===== src/rtl/rv_muldiv_iter.sv =====
// Iterative RV32M multiply/divide unit: shift-add multiply, restoring divide, sign fix-up.
// Optional macro RV_MULDIV_EARLY_EN ends a multiply once the remaining multiplier bits are zero.
module rv_muldiv_iter #(
    parameter int XLEN  = 32,
    parameter int CNT_W = 6
) (
    input  logic            clk,
    input  logic            rst,
    input  logic            start,
    input  logic            flush,
    input  logic [2:0]      funct3,
    input  logic [XLEN-1:0] op_a,
    input  logic [XLEN-1:0] op_b,
    input  logic [4:0]      rd_in,
    output logic            busy,
    output logic            done,
    output logic            rd_valid,
    output logic [4:0]      rd_out,
    output logic [XLEN-1:0] result
);
    localparam logic [2:0] S_IDLE = 3'd0;
    localparam logic [2:0] S_MUL  = 3'd1;
    localparam logic [2:0] S_DIV  = 3'd2;
    localparam logic [2:0] S_CORR = 3'd3;
    localparam logic [2:0] S_FIN  = 3'd4;

    logic [2:0]        state_q, state_d;
    logic [2:0]        funct3_q, funct3_d;
    logic [4:0]        rd_q, rd_d;
    logic [CNT_W-1:0]  cnt_q, cnt_d;
    logic [2*XLEN-1:0] acc_q, acc_d;
    logic [2*XLEN-1:0] mcand_q, mcand_d;
    logic [XLEN-1:0]   mplier_q, mplier_d;
    logic [XLEN-1:0]   result_q, result_d;
    logic              negQ_q, negQ_d;
    logic              negR_q, negR_d;

    logic              aSigned, bSigned, aNeg, bNeg;
    logic [XLEN-1:0]   absA, absB;
    logic              divZero, divOvf;
    logic [XLEN:0]     remShift;
    logic              remGeq;
    logic [XLEN-1:0]   remSub;
    logic [XLEN-1:0]   mplierShift;
    logic              lastStep, earlyOut;
    logic [2*XLEN-1:0] product;
    logic [XLEN-1:0]   quotient, remainder;

    // Operand signedness from funct3, then magnitudes fed to the unsigned datapath.
    assign aSigned = funct3[2] ? ~funct3[0] : (funct3[1:0] != 2'b11);
    assign bSigned = funct3[2] ? ~funct3[0] : ~funct3[1];
    assign aNeg    = aSigned & op_a[XLEN-1];
    assign bNeg    = bSigned & op_b[XLEN-1];
    assign absA    = aNeg ? -op_a : op_a;
    assign absB    = bNeg ? -op_b : op_b;
    assign divZero = funct3[2] && (op_b == '0);
    assign divOvf  = funct3[2] && !funct3[0] && (op_a == {1'b1, {(XLEN-1){1'b0}}}) && (op_b == '1);

    // The low half of acc holds the partial remainder; mplier shifts the dividend out and quotient in.
    assign remShift    = {acc_q[XLEN-1:0], mplier_q[XLEN-1]};
    assign remGeq      = remShift >= {1'b0, mcand_q[XLEN-1:0]};
    assign remSub      = remShift[XLEN-1:0] - mcand_q[XLEN-1:0];
    assign mplierShift = mplier_q >> 1;
    assign lastStep    = (cnt_q == CNT_W'(XLEN-1));

`ifdef RV_MULDIV_EARLY_EN
    assign earlyOut = (mplierShift == '0);
`else
    assign earlyOut = 1'b0;
`endif

    assign product   = negQ_q ? -acc_q : acc_q;
    assign quotient  = negQ_q ? -mplier_q : mplier_q;
    assign remainder = negR_q ? -acc_q[XLEN-1:0] : acc_q[XLEN-1:0];

    always_comb begin
        state_d  = state_q;
        funct3_d = funct3_q;
        rd_d     = rd_q;
        cnt_d    = cnt_q;
        acc_d    = acc_q;
        mcand_d  = mcand_q;
        mplier_d = mplier_q;
        result_d = result_q;
        negQ_d   = negQ_q;
        negR_d   = negR_q;
        case (state_q)
            S_IDLE: begin
                if (start && !flush) begin
                    funct3_d = funct3;
                    rd_d     = rd_in;
                    cnt_d    = '0;
                    acc_d    = '0;
                    negQ_d   = aNeg ^ bNeg;
                    negR_d   = aNeg;
                    if (funct3[2]) begin
                        mcand_d  = {{XLEN{1'b0}}, absB};
                        mplier_d = absA;
                        state_d  = S_DIV;
                        // Special cases preload the final quotient/remainder and skip the iterations.
                        if (divZero) begin
                            mplier_d = '1;
                            acc_d    = {{XLEN{1'b0}}, op_a};
                            negQ_d   = 1'b0;
                            negR_d   = 1'b0;
                            state_d  = S_CORR;
                        end else if (divOvf) begin
                            mplier_d = op_a;
                            negQ_d   = 1'b0;
                            negR_d   = 1'b0;
                            state_d  = S_CORR;
                        end
                    end else begin
                        mcand_d  = {{XLEN{1'b0}}, absA};
                        mplier_d = absB;
                        state_d  = S_MUL;
                    end
                end
            end
            S_MUL: begin
                if (mplier_q[0]) acc_d = acc_q + mcand_q;
                mcand_d  = mcand_q << 1;
                mplier_d = mplierShift;
                cnt_d    = cnt_q + 1'b1;
                if (lastStep || earlyOut) state_d = S_CORR;
            end
            S_DIV: begin
                acc_d    = {{XLEN{1'b0}}, remGeq ? remSub : remShift[XLEN-1:0]};
                mplier_d = {mplier_q[XLEN-2:0], remGeq};
                cnt_d    = cnt_q + 1'b1;
                if (lastStep) state_d = S_CORR;
            end
            S_CORR: begin
                if (funct3_q[2])      result_d = funct3_q[1] ? remainder : quotient;
                else if (funct3_q == 3'd0) result_d = product[XLEN-1:0];
                else                  result_d = product[2*XLEN-1:XLEN];
                state_d = S_FIN;
            end
            S_FIN:   state_d = S_IDLE;
            default: state_d = S_IDLE;
        endcase
        if (flush && (state_q != S_IDLE)) begin
            state_d  = S_IDLE;
            result_d = result_q;
        end
    end

    always_ff @(posedge clk or negedge rst) begin
        if (!rst) begin
            state_q  <= S_IDLE;
            funct3_q <= '0;
            rd_q     <= '0;
            cnt_q    <= '0;
            acc_q    <= '0;
            mcand_q  <= '0;
            mplier_q <= '0;
            result_q <= '0;
            negQ_q   <= 1'b0;
            negR_q   <= 1'b0;
        end else begin
            state_q  <= state_d;
            funct3_q <= funct3_d;
            rd_q     <= rd_d;
            cnt_q    <= cnt_d;
            acc_q    <= acc_d;
            mcand_q  <= mcand_d;
            mplier_q <= mplier_d;
            result_q <= result_d;
            negQ_q   <= negQ_d;
            negR_q   <= negR_d;
        end
    end

    assign busy     = (state_q != S_IDLE);
    assign done     = (state_q == S_FIN);
    assign rd_valid = done;
    assign rd_out   = rd_q;
    assign result   = result_q;
endmodule


===== config.mk =====
export PLATFORM = sky130hd
export DESIGN_NAME = rv_muldiv_iter
export DESIGN_NICKNAME = d
export VERILOG_FILES = /design/src/rtl/rv_muldiv_iter.sv
export SDC_FILE = /design/constraint.sdc
export NUM_CORES = 1
export LEC_CHECK = 0
export BUFFER_PORTS_ARGS = -buffer_cell sky130_fd_sc_hd__buf_2
export CAP_MARGIN = 15
export CORE_UTILIZATION = 34
export DETAILED_ROUTE_END_ITERATION = 8
export SLEW_MARGIN = 10
export SYNTH_ARGS = -nofsm -noshare
export SYNTH_HDL_FRONTEND = slang
export SYNTH_SLANG_ARGS = --single-unit

===== constraint.sdc =====
create_clock -name clk -period 9 [get_ports clk]
set_clock_uncertainty 0.05 [all_clocks]
set_input_delay 1.8 -clock clk [delete_from_list [all_inputs] [get_ports clk]]
set_output_delay 1.8 -clock clk [all_outputs]
set_load 0.02 [all_outputs]

# ---- Word-level counts from Yosys, hierarchy flattened
# Index checks and enable logic that the tools add are counted.
dict set report classes {
  addsub 8
  n_lt_le_gt_ge 1
  eq_ne 12
  muxes 39
  n_bitwise 6
  reduce_logical 23
}
# cell count
set op_table {}
lappend op_table {{$mux 32} 15}
lappend op_table {{$mux 64} 4}
lappend op_table {{$pmux 64 s3} 1}
lappend op_table {{$neg 32->32} 4}
lappend op_table {{$pmux 64 s2} 1}
lappend op_table {{$pmux 32 s3} 1}
lappend op_table {{$add 64x64->64} 1}
lappend op_table {{$eq 32x32->1 const B} 2}
lappend op_table {{$neg 64->64} 1}
lappend op_table {{$ge 33x32->1} 1}
lappend op_table {{$logic_not 32->1} 1}
lappend op_table {{$sub 32x32->32} 1}
lappend op_table {{$mux 3} 4}
lappend op_table {{$pmux 6 s2} 1}
lappend op_table {{$reduce_and 2->1} 6}
lappend op_table {{$mux 1} 10}
lappend op_table {{$pmux 3 s3} 1}
lappend op_table {{$add 6x1->6 const B} 1}
lappend op_table {{$eq 3x2->1 const B} 2}
lappend op_table {{$eq 6x5->1 const B} 1}
lappend op_table {{$logic_and 1x1->1} 6}
lappend op_table {{$logic_not 3->1} 2}
lappend op_table {{$mux 6} 1}
lappend op_table {{$ne 2x2->1 const B} 3}
lappend op_table {{12 further kinds} 18}
dict set report totals {
  reg_bits 211
  in_bits 76
  output_inout_bits 40
  elab_cells 99
}

# ---- Depth between registers and ports, before layout
# Gate-level depths: netlist of run 1.
dict set report logic_depth {
  word_depth 10
  depth_mapped 15
  mapped_depth_nobuf 14
}

# ---- Worst setup path after synthesis of run 1
# No wires, ideal clock.
dict set report synth_path {
  kind {input -> register}
  start {input port op_b[1]}
  end {register acc_q[29]}
  setup_ps 96
  arrival_ps 4587
  required_time_ps 8854
  setup_slack_ps 4267
  cell_stages 13
  n_path_buf 1
  path_cell_list {inv_1 ha_1 or3b_1 or3_1 nor4_2 nor3b_2 nand3_1 nor2_1 buf_2 a22oi_1 o21ai_0 a31oi_1 o31ai_1}
}
dict set report synth_via {
  elab_chain_cells 6
}
# element line
set synth_rtl {}
lappend synth_rtl {{start, declared} 13} ;# input logic [XLEN-1:0] op_b,
lappend synth_rtl {{$logic_not 32->1} 56} ;# assign divZero = funct3[2] && (op_b == '0);
lappend synth_rtl {{$logic_and 1x1->1} 56}
lappend synth_rtl {{$mux 32} 101} ;# if (divZero) begin
lappend synth_rtl {{$mux 32} 96} ;# if (funct3[2]) begin
lappend synth_rtl {{$mux 64} 89} ;# if (start && !flush) begin
lappend synth_rtl {{$pmux 64 s3} 87} ;# case (state_q)
lappend synth_rtl {{end signal, assigned} 154} ;# acc_q <= '0;
lappend synth_rtl {{end signal, assigned} 165} ;# acc_q <= acc_d;
lappend synth_rtl {{end, declared} 31} ;# logic [2*XLEN-1:0] acc_q, acc_d;
# Every way passes these cells. The select of a mux whose other input is x is not followed.
# A chain may end at the register's enable or synchronous reset.

# ---- Worst setup path after layout of run 1
dict set report layout_path {
  start {input port op_b[1]}
  end {register mplier_q[18]}
}
dict set report layout_via {
  elab_chain_cells 7
  elab_cells_between_ends 11
  cone_classes {add/sub (1); eq/ne (1); mux (6); reduce/logical (3)}
}
# element line
set layout_rtl {}
lappend layout_rtl {{branches (longest 4 deep; another with $neg 32->32)} n/a}
lappend layout_rtl {{$mux 32 (*)} 96}
lappend layout_rtl {{$mux 32 (*)} 89}
lappend layout_rtl {{$pmux 32 s3 (*)} 87}
lappend layout_rtl {{end signal, assigned} 167} ;# mplier_q <= mplier_d;
lappend layout_rtl {{end, declared} 33} ;# logic [XLEN-1:0] mplier_q, mplier_d;
# Mark *: on every way between the ends. The select of a mux whose other input is x is not followed.

==> flow_metrics.tcl, run 1 <==
set metrics [dict create \
    status "finished, final reports clean" \
    ios 116 \
    setup_viol 0 \
    avgSynthCellArea_sq_um 7.511 \
    synth_area_leaders "dfrtp_1 (26%), nand2_1 (7.4%), xnor2_1 (6.9%)" \
    cts.sinks 211 \
    maxCapViolCount 0 \
    grt_pass1_vias 19100 \
    layout-drive-gt1-share 0.09142 \
    die_x_um 244.8 \
    clk_path_buf_depth 3 \
    num_vias 20581 \
    syn_to_final_growth_pct 9.915 \
    dpl.hpwl_um 57410 \
    cts-resized-gates 0 \
    synth_ff_type "dfrtp_1" \
    clockRootBuffer "clkbuf_16" \
    yosys.area.top_type_share 0.2635 \
    fp-row-count 88 \
    cts.clk_slew.worst_paths_ns 0.06 \
    leakage_nw 9.662 \
    worstSetupStartpointType "input port" \
    synth_commonest_cells "nand2_1 (394), o21ai_0 (266), a21oi_1 (238)" \
    io_buffers 115 \
    min_from "result[13]$_DFFE_PN0P_" \
    gp_congestion 0.9697 \
    gr-usage-all-layers 0.2471 \
    comb_power_share 0.592 \
    cts-hold-fix-buffers 0 \
    synth_edf_count 0 \
    p_switching_mw 3.560 \
    startpoint "op_b[1]" \
    dr.pass1.iters 5 \
    critical_path_class "in -> reg" \
    hold_path.class "reg -> reg" \
    antenna_left 0 \
    finalHoldViolations 0 \
    power_frac_clock 0.157 \
    synth.most_common_cell "nand2_1" \
    total_power_mw 7.069 \
    fin_tns_setup_ns 0 \
    period_minus_slack_ns 5.496 \
    grt_max_degree 117 \
    wl_per_cell_um 22.04 \
    crit_arrival_ns 5.94 \
    async_flop_share 1.000 \
    cts_tree "done" \
    reg2reg_from "mcand_q[0]$_DFFE_PN0P_" \
    synthesis.nets 2847 \
    cp_data_required_time_ns 9.45 \
    fin_cells 3434 \
    dieArea_sq_mm 0.05992 \
    synth_top_area_cell "dfrtp_1" \
    via_per_inst 5.993 \
    max-slew-margin-rel 0.3554 \
    ir_drop_uv 191.7 \
    hold_ws_ns 0.4236 \
    clk_latency_ns 0.60 \
    drc 0 \
    grt_pass1_wl_um 115700 \
    rsz0062_at_grt "false" \
    finalCritPeriodShare 0.6107 \
    seq_area_frac_synth 0.2635 \
    worst_pin_slew_ns 0.9544 \
    max_clock_freq_mhz 181.9 \
    yosysUniqueCellTypes 82 \
    die_h_um 244.8 \
    dpl-instance-area_sq_mm 0.02112 \
    ctsHtreeMaxLevel 1 \
    nets 2830 \
    finalWirelength_um 75700 \
    start_util 0.3460 \
    stdcell_area_sq_mm 0.02203 \
    dp.cells 3386 \
    synth_seq_cells 211 \
    end_kind "register" \
    diodes 0 \
    antenna_found_initial 2 \
    cts_setup_buffers 0 \
    grt_overflow 0 \
    cts_inserted_buffers 27 \
    p_seq_frac 0.252 \
    netlist_area_sq_mm 0.02004 \
    synthCells 2668 \
    crit_fanout 19 \
    p_sw_frac 0.5036 \
    core_area_sq_mm 0.05792 \
    powerDensity_mw_per_mm2 320.9 \
    drt_iter0_drc 2224 \
    intPower_mw 3.509 \
    slew_viol_final 0 \
    ys.warnings.count 0 \
]
==> sequential cells by signal, summed over array words and instances (netlist names) <==
signal and flops:
mplier_q 32, rd_out 5, state_q 3, acc_q 64, cnt_q 6, funct3_q 3
mcand_q 64, result 32, negR_q 1, negQ_q 1
==> layout make-up <==
cell class / instances / area [sq um]
Fill cell: 6119 / 35890
Clock inverter: 10 / 127.6
Clock buffer: 37 / 753.2
Tap cell: 765 / 957.2
Inverter: 62 / 232.7
Multi-Input combinational cell: 2205 / 13840
Sequential cell: 211 / 5284
Timing Repair Buffer: 144 / 835.8
==> metrics by stage <==
step / setup slack [ns] / utilization
5_1_grt: 3.158 / 0.3803
2_1_floorplan: 4.267 / -
4_1_cts: 3.657 / 0.3799
6_report: 3.504 / 0.3803
3_5_place_dp: 3.064 / 0.3647
3_3_place_gp: 3.141 / 0.3647
==> final timing paths <==
| kind | depth (start not counted) | slack, ns | endpoint |
|---|---|---|---|
| worst max-delay path | 13 | 3.50 | mplier_q[18]$_DFFE_PN0P_ |
| worst min-delay path | 2 | 0.42 | result[13]$_DFFE_PN0P_ |
| worst max register to register | 13 | 3.93 | acc_q[60]$_DFFE_PN0P_ |
| worst min register to register | 2 | 0.42 | result[13]$_DFFE_PN0P_ |
| max in group asynchronous | 2 | 6.15 | negQ_q$_DFFE_PN0P_ |
| min in group asynchronous | 1 | 1.23 | acc_q[13]$_DFFE_PN0P_ |
==> kinds of logic after synthesis <==
family                   synth area share
flip-flops                         0.2635
adder cells (fa/ha/maj)           0.06506
AO/OA/AOI/OAI                      0.2850
multiplexers                      0.01349
buffers and inverters             0.04870
XOR/XNOR                           0.1149
AND/OR/NAND/NOR                    0.2093
==> cell usage in the layout (no fill, tap or decap), drive strengths merged, types with 19 or more instances in the layout <==
master,instances
xor2,106
xnor2,157
a211oi,43
nand3,65
nand2,395
inv,63
o21ai,273
a31oi,30
nand4,34
clkbuf,37
a21o,62
or4,27
ha,101
a22oi,35
buf,144
nand2b,29
or2,19
mux2i,27
nor3,37
a21oi,238
or3,34
a221oi,57
dfrtp,211
o31ai,39
nor2,196
==> per-layer routing <==
layer	part of all wire	global-route usage	vias up
li1	-	-	9617
met2	0.44	0.3836	861
met5	0	0	-
met4	0.027	0.06930	0
met3	0.076	0.03444	115
met1	0.46	0.3544	9988
==> worst max-delay path, cell delays in order <==
cell      delay (ns)
buf_2           0.11
inv_1           0.07
ha_1            0.18
or3b_1          0.37
or3_1           0.38
nor4_2          0.52
nor3b_2         0.52
nand3_1         0.69
nand2_1         0.64
nor2_1          0.08
a211oi_1        0.27
a221oi_1        0.09
o21ai_0         0.21
==> power groups by stage <==
stage	logic (mW)	registers (mW)	clock network, mW
6_report	4.18	1.78	1.11
5_1_grt	4.59	1.81	1.17
4_1_cts	4.12	1.76	1.14
3_5_place_dp	4.10	1.78	0
3_3_place_gp	4.05	1.77	0
2_1_floorplan	3.11	1.55	0
Note: power is estimated with default switching activity, not from simulation.
==> inputs of run 2 (changes only) <==
--- a/config.mk
+++ b/config.mk
@@ -5,6 +5,7 @@
 export SDC_FILE = /design/constraint.sdc
 export NUM_CORES = 1
 export LEC_CHECK = 0
+export ABC_AREA = 1
 export BUFFER_PORTS_ARGS = -buffer_cell sky130_fd_sc_hd__buf_2
 export CAP_MARGIN = 15
 export CORE_UTILIZATION = 34
==> constraint.sdc (replaced) <==
create_clock -name clk -period 4.5 [get_ports clk]
set_clock_uncertainty 0.05 [all_clocks]
set_input_delay 0.9 -clock clk [delete_from_list [all_inputs] [get_ports clk]]
set_output_delay 0.9 -clock clk [all_outputs]
set_load 0.02 [all_outputs]
==> run 2 against run 1 <==
Net effect:
- non-clock buffer count up 23
- wire length up 69%
- worst setup slack worse by 2.4 ns
- sequential power up 140%
- clock-buffer cell count unchanged
- flip-flop and latch count unchanged
- global-route usage up 9.2 points
- utilization about the same
- cell count up 58%
==> flow_metrics.tcl, run 2 <==
set metrics [dict create \
    synth.most_common_cell "nand2_1" \
    cts-resized-gates 0 \
    synth_seq_cells 211 \
    syn_to_final_growth_pct 10.60 \
    p_seq_frac 0.173 \
    crit_fanout 7 \
    worst_pin_slew_ns 1.171 \
    crit_arrival_ns 3.79 \
    drt_iter0_drc 3662 \
    cts.sinks 211 \
    cts_inserted_buffers 27 \
    critical_path_class "reg -> reg" \
    die_x_um 271.1 \
    gp_congestion 1.131 \
    hold_ws_ns 0.3029 \
    drc 0 \
    intPower_mw 9.333 \
    dpl.hpwl_um 104400 \
    setup_viol 0 \
    fp-row-count 98 \
    gr-usage-all-layers 0.3390 \
    p_sw_frac 0.6180 \
    rsz0062_at_grt "false" \
    num_vias 29891 \
    synth_top_area_cell "nand2_1" \
    ys.warnings.count 0 \
    finalHoldViolations 0 \
    hold_path.class "in -> async" \
    yosysUniqueCellTypes 51 \
    fin_tns_setup_ns 0 \
    synth_commonest_cells "nand2_1 (1438), inv_1 (610), nor2_1 (532)" \
    ios 116 \
    synthCells 4381 \
    async_flop_share 1.000 \
    cts.clk_slew.worst_paths_ns 0.06 \
    start_util 0.3439 \
    leakage_nw 14.23 \
    cts-hold-fix-buffers 0 \
    dieArea_sq_mm 0.07352 \
    clk_latency_ns 0.60 \
    end_kind "register" \
    wl_per_cell_um 23.58 \
    power_frac_clock 0.098 \
    via_per_inst 5.518 \
    period_minus_slack_ns 3.364 \
    grt_overflow 0 \
    startpoint "acc_q[0]$_DFFE_PN0P_" \
    dr.pass1.iters 6 \
    antenna_left 0 \
    nets 4624 \
    p_switching_mw 15.10 \
    ctsHtreeMaxLevel 1 \
    synthesis.nets 4560 \
    synth_ff_type "dfrtp_1" \
    max_clock_freq_mhz 297.3 \
    ir_drop_uv 419.7 \
    clk_path_buf_depth 3 \
    die_h_um 271.1 \
    final_util 0.3804 \
    cts_tree "done" \
    netlist_area_sq_mm 0.02463 \
    yosys.area.top_type_share 0.2192 \
    reg_top3 "acc_q: 64 flops, mcand_q: 64 flops" \
    grt_max_degree 99 \
    powerDensity_mw_per_mm2 896.9 \
    slew_viol_final 0 \
    io_buffers 115 \
    synth_edf_count 0 \
    avgSynthCellArea_sq_um 5.622 \
    cp_data_required_time_ns 4.93 \
    final_common_cell "nand2_1" \
    cts_setup_buffers 0 \
    reg2reg_from "acc_q[0]$_DFFE_PN0P_" \
    seq_area_frac_synth 0.2144 \
    grt_pass1_wl_um 185800 \
    layout-drive-gt1-share 0.06113 \
    maxCapViolCount 0 \
    comb_power_share 0.730 \
    status "finished, final reports clean" \
    max-slew-margin-rel 0.2114 \
    finalWirelength_um 127800 \
    nFillCells 8182 \
    grt_pass1_vias 27880 \
    finalCritPeriodShare 0.7475 \
    core_area_sq_mm 0.07161 \
    synth_area_leaders "nand2_1 (22%), dfrtp_1 (21%), nand3_1 (9.6%)" \
    clockRootBuffer "clkbuf_16" \
    worstSetupStartpointType "register" \
    final_cell_mix "nand2_1 (1437), inv_1 (610), nor2_1 (532)" \
    antenna_found_initial 3 \
]
[run 2: changes by cell type in the layout (fill, tap and decap cells not counted), moves of 32 or more]
cell / delta
a211oi_1: -43
a21o_1: -55
inv_1: +549
nand2_1: +1044
nand3_1: +407
nor2_1: +340
o21ai_0: -114
o22ai_1: +51
o31ai_1: -33
or3_1: -32
xnor2_1: -134
xor2_1: -63
[run 2: stage by stage]
| stage | power [mW] | worst slack, ns | cells | instance area [sq um] |
|---|---|---|---|---|
| final | 24.43 | 1.136 | 5417 | 27240 |
| after global routing | 25.93 | 1.054 | 5416 | 27240 |
| after CTS | 23.80 | 1.282 | 5415 | 27230 |
| after detailed placement | 21.36 | 0.8659 | 5365 | 26270 |
| after global placement | 21.46 | 0.8980 | 5365 | 26270 |
| after floorplan | 14.77 | 1.970 | 4381 | 24630 |
[run 2: final timing paths]
path / to / slack [ns] / cells past startpoint
max: result[6]$_DFFE_PN0P_ / 1.14 / 13
min: result[22]$_DFFE_PN0P_ / 0.30 / 1
max reg2reg: result[6]$_DFFE_PN0P_ / 1.14 / 13
min reg2reg: result[8]$_DFFE_PN0P_ / 0.42 / 2
max in group asynchronous: negQ_q$_DFFE_PN0P_ / 3.18 / 2
min in group clk: result[8]$_DFFE_PN0P_ / 0.42 / 2
[run 2: power groups by stage]
stage               sequential (mW)  combinational, mW  clock [mW]
floorplan                      3.61               11.2           0
global placement               4.17               17.3           0
detailed placement             4.17               17.2           0
CTS                            4.15               17.3        2.39
global route                   4.23               19.2        2.47
finish                         4.22               17.8        2.39
[run 2: final cells by class]
| class | instances | area [sq um] | share of cell area |
|---|---|---|---|
| Clock buffer | 37 | 763.2 | 0.02802 |
| Clock inverter | 13 | 192.7 | 0.007074 |
| Sequential cell | 211 | 5284 | 0.1940 |
| Multi-Input combinational cell | 3405 | 16430 | 0.6032 |
| Timing Repair Buffer | 167 | 1001 | 0.03675 |
| Antenna cell | 1 | 2.502 | 0.00009187 |
| Tap cell | 950 | 1189 | 0.04364 |
| Inverter | 633 | 2376 | 0.08723 |
[run 2: cell families after synthesis]
logic type | after synthesis | synth area share
buffers and inverters | 765 | 0.1190
flip-flops | 211 | 0.2144
AND/OR/NAND/NOR | 2604 | 0.4386
XOR/XNOR | 66 | 0.02347
adder cells (fa/ha/maj) | 103 | 0.05294
AO/OA/AOI/OAI | 632 | 0.1516
[run 2: routing by layer]
metal | track usage | routed length (um)
met5 | 0 | 0
met4 | 0.2305 | 10330
met3 | 0.06280 | 10820
met2 | 0.5355 | 55480
met1 | 0.4192 | 51120
[run 2: worst max-delay path, cell delays in order (launching register included)]
cell,delay [ns]
dfrtp_1,0.46
inv_1,0.35
ha_1,0.36
inv_1,0.09
nor2_1,0.33
nand2_1,0.28
nor2_1,0.42
nand3_1,0.28
nand2_1,0.15
a21oi_1,0.07
o21ai_0,0.11
nand3_1,0.10
nand2_1,0.15
nand2_1,0.07
